File: config.mk
export PLATFORM = sky130hd
export DESIGN_NAME = param_mod_counter
export DESIGN_NICKNAME = d
export VERILOG_FILES = /design/src/rtl/param_mod_counter.sv
export SDC_FILE = /design/constraint.sdc
export NUM_CORES = 1
export LEC_CHECK = 0
export BUFFER_PORTS_ARGS = -buffer_cell sky130_fd_sc_hd__buf_2
export CAP_MARGIN = 0
export CORE_AREA = 4 4 41 43
export DETAILED_ROUTE_END_ITERATION = 7
export DIE_AREA = 0 0 45 47
export PLACE_DENSITY = 0.64
export SETUP_SLACK_MARGIN = 0.4
export SYNTH_ARGS = -nofsm -noshare
export SYNTH_HDL_FRONTEND = slang
export SYNTH_SLANG_ARGS = --single-unit
export TNS_END_PERCENT = 30
File: constraint.sdc
create_clock -name clk -period 1.35 [get_ports clk]
set_input_delay 0.0675 -clock clk [delete_from_list [all_inputs] [get_ports clk]]
set_output_delay 0.0675 -clock clk [all_outputs]
set_load 0.005 [all_outputs]
File: src/rtl/param_mod_counter.sv
// param_mod_counter: modulo-N up/down counter with clear, clamped load, terminal-count and wrap flags.
// Optional registered Gray-coded output when PMC_GRAY_OUT_EN is defined.
module param_mod_counter #(
    parameter int WIDTH    = 4,
    parameter int MOD_MAX  = 9,
    parameter bit SATURATE = 1'b0
) (
    input  logic             clk,
    input  logic             reset,
    input  logic             clr,
    input  logic             load,
    input  logic [WIDTH-1:0] load_val,
    input  logic             en,
    input  logic             up_dn,
    output logic [WIDTH-1:0] q,
    output logic             tc,
    output logic             wrap
`ifdef PMC_GRAY_OUT_EN
    ,
    output logic [WIDTH-1:0] q_gray
`endif
);
    localparam logic [WIDTH-1:0] MAX  = WIDTH'(MOD_MAX);
    localparam logic [WIDTH-1:0] ZERO = '0;
    localparam logic [WIDTH-1:0] ONE  = WIDTH'(1);

    logic [WIDTH-1:0] cnt_q, cnt_d, up_nxt, dn_nxt, ld_val;
    logic             wrap_q, wrap_d, at_max, at_zero;

    always_comb begin
        at_max  = cnt_q == MAX;
        at_zero = cnt_q == ZERO;
        tc      = en & ((up_dn & at_max) | (~up_dn & at_zero));
        // Boundary handling is by compare against MAX so q never leaves 0..MAX.
        up_nxt  = at_max ? (SATURATE ? cnt_q : ZERO) : cnt_q + ONE;
        dn_nxt  = at_zero ? (SATURATE ? cnt_q : MAX) : cnt_q - ONE;
        ld_val  = (load_val > MAX) ? MAX : load_val;
        cnt_d   = clr ? ZERO : load ? ld_val : en ? (up_dn ? up_nxt : dn_nxt) : cnt_q;
        wrap_d  = ~clr & ~load & tc & ~SATURATE;
    end

    always_ff @(posedge clk or posedge reset) begin
        if (reset) begin
            cnt_q  <= '0;
            wrap_q <= 1'b0;
        end else begin
            cnt_q  <= cnt_d;
            wrap_q <= wrap_d;
        end
    end

    assign q    = cnt_q;
    assign wrap = wrap_q;

`ifdef PMC_GRAY_OUT_EN
    logic [WIDTH-1:0] gray_q, gray_d;

    // Encoded from cnt_d so the Gray register lands on the same edge as q.
    always_comb gray_d = cnt_d ^ (cnt_d >> 1);

    always_ff @(posedge clk or posedge reset) begin
        if (reset) gray_q <= '0;
        else       gray_q <= gray_d;
    end

    assign q_gray = gray_q;
`endif
endmodule
# Word-level counts from Yosys, hierarchy flattened
# Index checks and enable logic that the tools add are counted.
[totals]
input_bits = 10
out_inout_bits = 6
ff_bits = 5
wordCells = 24
[classes]
n_bitwise = 9
addsub = 2
n_lt_le_gt_ge = 1
mux = 7
n_reduce_logical = 2
n_eq_ne = 1
[op_table]
columns = ["cell", "n"]
rows = [
  ["two-way mux 4 bit", 7],
  ["AND 1 bit", 5],
  ["adder 4 x 1 -> 4 bit, second input constant", 1],
  ["equality test 4 bit, second input constant", 1],
  ["greater-than comparator 4 bit, second input constant", 1],
  ["zero test 4 bit", 1],
  ["subtractor 4 x 1 -> 4 bit, second input constant", 1],
  ["inverter 1 bit", 3],
  ["nonzero test 3 bit", 1],
  ["OR 1 bit", 1],
]

# Depth between registers and ports, before layout
[depth]
word_depth = 6
ltp_mapped = 4
mapped_depth_nobuf = 3

# Worst setup path before layout
# Ideal clock, no wire load.
[synth_path]
path_kind = "flip-flop to flip-flop"
startpoint = "register cnt_q[0] (netlist: q[0])"
endpoint = "register cnt_q[3] (netlist: q[3])"
path_slack_ns = 0.029
arrival_time_ns = 1.195
n_path_buf = 1
required_ns = 1.224
path_stages_with_launch = 5
period_less_slack_ns = 1.321
setup_ns = 0.126
cell_sequence = "dfrtp_1 -> buf_4 -> and3_1 -> a221o_2 -> o311a_1"
[synth_via]
elab_chain_cells = 6
word_cells_on_any_way = 10
classes_between = "add/sub: 2; eq/ne: 1; mux: 6; reduce/logical: 1"
[synth_lines]
columns = ["item", "line", "text"]
rows = [
  ["from (decl)", "27", "logic [WIDTH-1:0] cnt_q, cnt_d, up_nxt, dn_nxt, ld_val;"],
  ["from (signal assigned)", "47", "cnt_q <= cnt_d;"],
  ["subtractor 4 x 1 -> 4 bit, or another cell as far along", "36", "dn_nxt = at_zero ? (SATURATE ? cnt_q : MAX) : cnt_q - ONE;"],
  ["two-way mux 4 bit, on equally long branches", "36, 35", ""],
  ["two-way mux 4 bit * (4 in a row)", "38", "cnt_d = clr ? ZERO : load ? ld_val : en ? (up_dn ? up_nxt : dn_nxt) : cnt_q;"],
]
# Every way passes the cells marked *; elsewhere a longest branch is shown, timed or not. The select of a mux whose other input is x is not followed.
# A chain may end at the register's enable or synchronous reset.

# Worst setup path after layout
[layout_path]
startpoint = "register cnt_q[0] (netlist: q[0])"
endpoint = "output port tc"
[layout_via]
elab_chain_cells = 4
word_cells_on_any_way = 6
classes_between = "eq/ne: 1; bitwise: 4; reduce/logical: 1"
[layout_lines]
columns = ["item", "line", "text"]
rows = [
  ["equality test 4 bit / zero test 4 bit (equally long branches)", "31, 32", ""],
  ["AND 1 bit", "33", "tc = en & ((up_dn & at_max) | (~up_dn & at_zero));"],
  ["OR 1 bit *", "33", ""],
  ["AND 1 bit *", "33", ""],
  ["to (decl)", "16", "output logic tc,"],
]
# Every way passes the cells marked *; elsewhere a longest branch is shown, timed or not.

==> run metrics <==
reg-to-reg critical path startpoint=q[0]; PwrDens=832.9 nW/um^2; DPL Wire Length=860.8 um; vias=483; Mapped Area=401.6 um^2; Hold Vio Cnt, Final=0; Crit path max-delay family=simple AND/OR/NAND/NOR gates; Worst R2R Path Depth=4; Final min period=1356 ps; met3 routed WL=101 um; WL met2=576 um; drt wl/cell=13.94 um; critical-path maximum fanout=3; P_leak=0.3024 nW; outcome=complete, but fails checks; post-route setup slack=-5.997 ps; dpl ws=58.45 ps; die height=47 um; GPL Wtd Cong=0.8137; share of layout cells above drive strength 1=0.5135; Die W=45 um; antenna violations before repair=0; RSZ-0062 raised after global routing=yes; M1 WL=525 um; Yosys reg bits=5; worst hold stages=3; vias in the first global route=416; Max-Slew Margin vs Limit=0.8409; Slew Limit Fails=0; CTS Sinks=5; largest net degree at the start of global routing=10; 1st-iter DRT viols=7; # DRC=0; # nets final=85; gr usage total=0.1298; n_diodes=0; I/O Buffers=15; clock root cell=clkbuf_4; Setup Viol. Count Final=2; Worst EP required=1280 ps; Mapped Cells=49; synth unique cells=24; critical path arrival=1290 ps; first-pass GRT wire length=1869 um; VDD IR max=0.0004274 V; max layer used=met4; vias per cell=5.427; # fillers=123; Tightest Pin Transition=238.3 ps; crit end category=output port; CP max stage cell=dfrtp_2; clock latency on the worst-skew pair=250 ps; WP buf/inv=1; Starting Density=0.3087; DIE AREA=2115 um^2; Pwr Total=0.0005450 W; maximum clock rate=0.7375 GHz; TritonCTS clock tree=yes; reg2reg end=q[3]; CORE AREA=1301 um^2; drt pass-1 iters=4; CP Launch Type=flip-flop; sequential-to-total area share from yosys stat=0.3115; maximum buffer depth of the clock tree=2; post-detailed-route count of antenna-violating nets=0; clk_skew=7.351 ps; DRT Wirelength=1241 um; R2R Setup Slk=0 ps; max-cap violations=0; CP Class=reg2out; Final period util=1.004; # rows=13; failing checks=negative setup slack; Worst-path clk slew=50 ps; hold crit path type=in2reg; Post-Syn Nets=59; syn_area_per_cell=8.197 um^2; H-tree depth=1; worst hold start=load_val[0]; Area Growth Syn to Fin=62.93%; total I/O pin count=16; WHS Endpoint=q[0]; Yosys warning count=0; grt total ovfl=0; cts bufs inserted=3; crit-path cells=or2_4 > o21ai_2 > and3_1 > buf_2; crit-path max cell delay=410 ps
==> per-layer routing <==
metal | up-vias | GRT usage
li1 | 233 | -
met1 | 218 | 0.1556
met2 | 25 | 0.2034
met3 | 7 | 0.04598
met4 | 0 | 0.07018
met5 | - | 0
==> synth_stat cells <==
library cell / instances / share of area
xnor2_1: 1 / 0.022
a211o_1: 1 / 0.022
inv_1: 4 / 0.037
buf_4: 1 / 0.019
a2111o_1: 1 / 0.028
nor2b_1: 2 / 0.031
nand3_1: 5 / 0.062
a221o_2: 1 / 0.028
or2_2: 2 / 0.031
o2111ai_1: 1 / 0.022
nor2_1: 5 / 0.047
and4_1: 1 / 0.022
o21ai_0: 2 / 0.025
o311a_1: 1 / 0.025
a311oi_1: 1 / 0.022
nand4b_1: 1 / 0.022
buf_2: 2 / 0.025
nor3_1: 4 / 0.050
dfrtp_1: 5 / 0.31
o211ai_1: 2 / 0.037
and3_1: 2 / 0.031
xor2_1: 2 / 0.044
a41oi_1: 1 / 0.022
nand2b_1: 1 / 0.016
==> sequential cells by signal, summed over array words and instances (netlist names) <==
name / count
q: 4
wrap: 1
==> metrics by stage <==
step | hold slack [ps] | cell area (um^2) | util | TNS, ps | std cells
after global placement | -22.65 | 520.5 | 0.4000 | 0 | 81
final | 59.50 | 654.4 | 0.5029 | -7.201 | 89
after global routing | 72.76 | 654.4 | 0.5029 | -97.69 | 89
after CTS | 63.40 | 653.1 | 0.5019 | -12.05 | 89
after floorplan | -154.0 | 410.4 | - | 0 | 49
after detailed placement | -14.97 | 520.5 | 0.4000 | 0 | 81
==> layout make-up <==
type                    count  area [um^2]  share of cell area
multi-input cells          37        280.3              0.4283
flip-flops and latches      5        127.6              0.1950
inverters                   4        15.01             0.02294
clock buffers               4        26.28             0.04015
repair buffers             24        186.4              0.2849
well taps                  15        18.77             0.02868
==> where the power goes <==
part / switching [W] / internal, W
Combinational: 0.0000876 / 0.000102
Sequential: 0.0000122 / 0.000162
Clock: 0.0000692 / 0.000112
Total: 0.000169 / 0.000376
==> logic make-up after synthesis <==
logic type      share of synthesized area
buf+inv                           0.08099
xor+xnor                          0.06543
flops                              0.3115
compound gates                     0.2305
simple gates                       0.3115
==> layout by cell type (no fill, tap or decap), types with 3 or more instances in the layout <==
cell,n
nand3_1,4
nor2_1,3
nor3_1,4
clkbuf_4,3
inv_1,4
dfrtp_1,3
buf_2,12
buf_6,9
==> worst max path at each step <==
stage	start	to	slack, ps	cells after the start
3_5_place_dp	q[0]	tc	60	4
3_3_place_gp	q[0]	tc	80	4
6_report	q[0]	tc	-6	4
5_1_grt	q[0]	tc	-80	4
2_1_floorplan	q[0]	q[3]	90	4
4_1_cts	q[0]	tc	-10	4
==> tightest hold or removal path, stage by stage <==
cell and delay, ps:
buf_2 90, inv_1 40, a311oi_1 70
==> what timing repair did <==
item                                    in CTS  in global routing
gates resized for setup                     18                  1
endpoints found under the hold margin        5                  0
gates cloned                                 0                  0
pin swaps                                    6                  0
buffers inserted                             3                  0
endpoints found under the setup margin       9                 10
hold buffers                                 1                  0
Note: power is estimated with default switching activity, not from simulation.
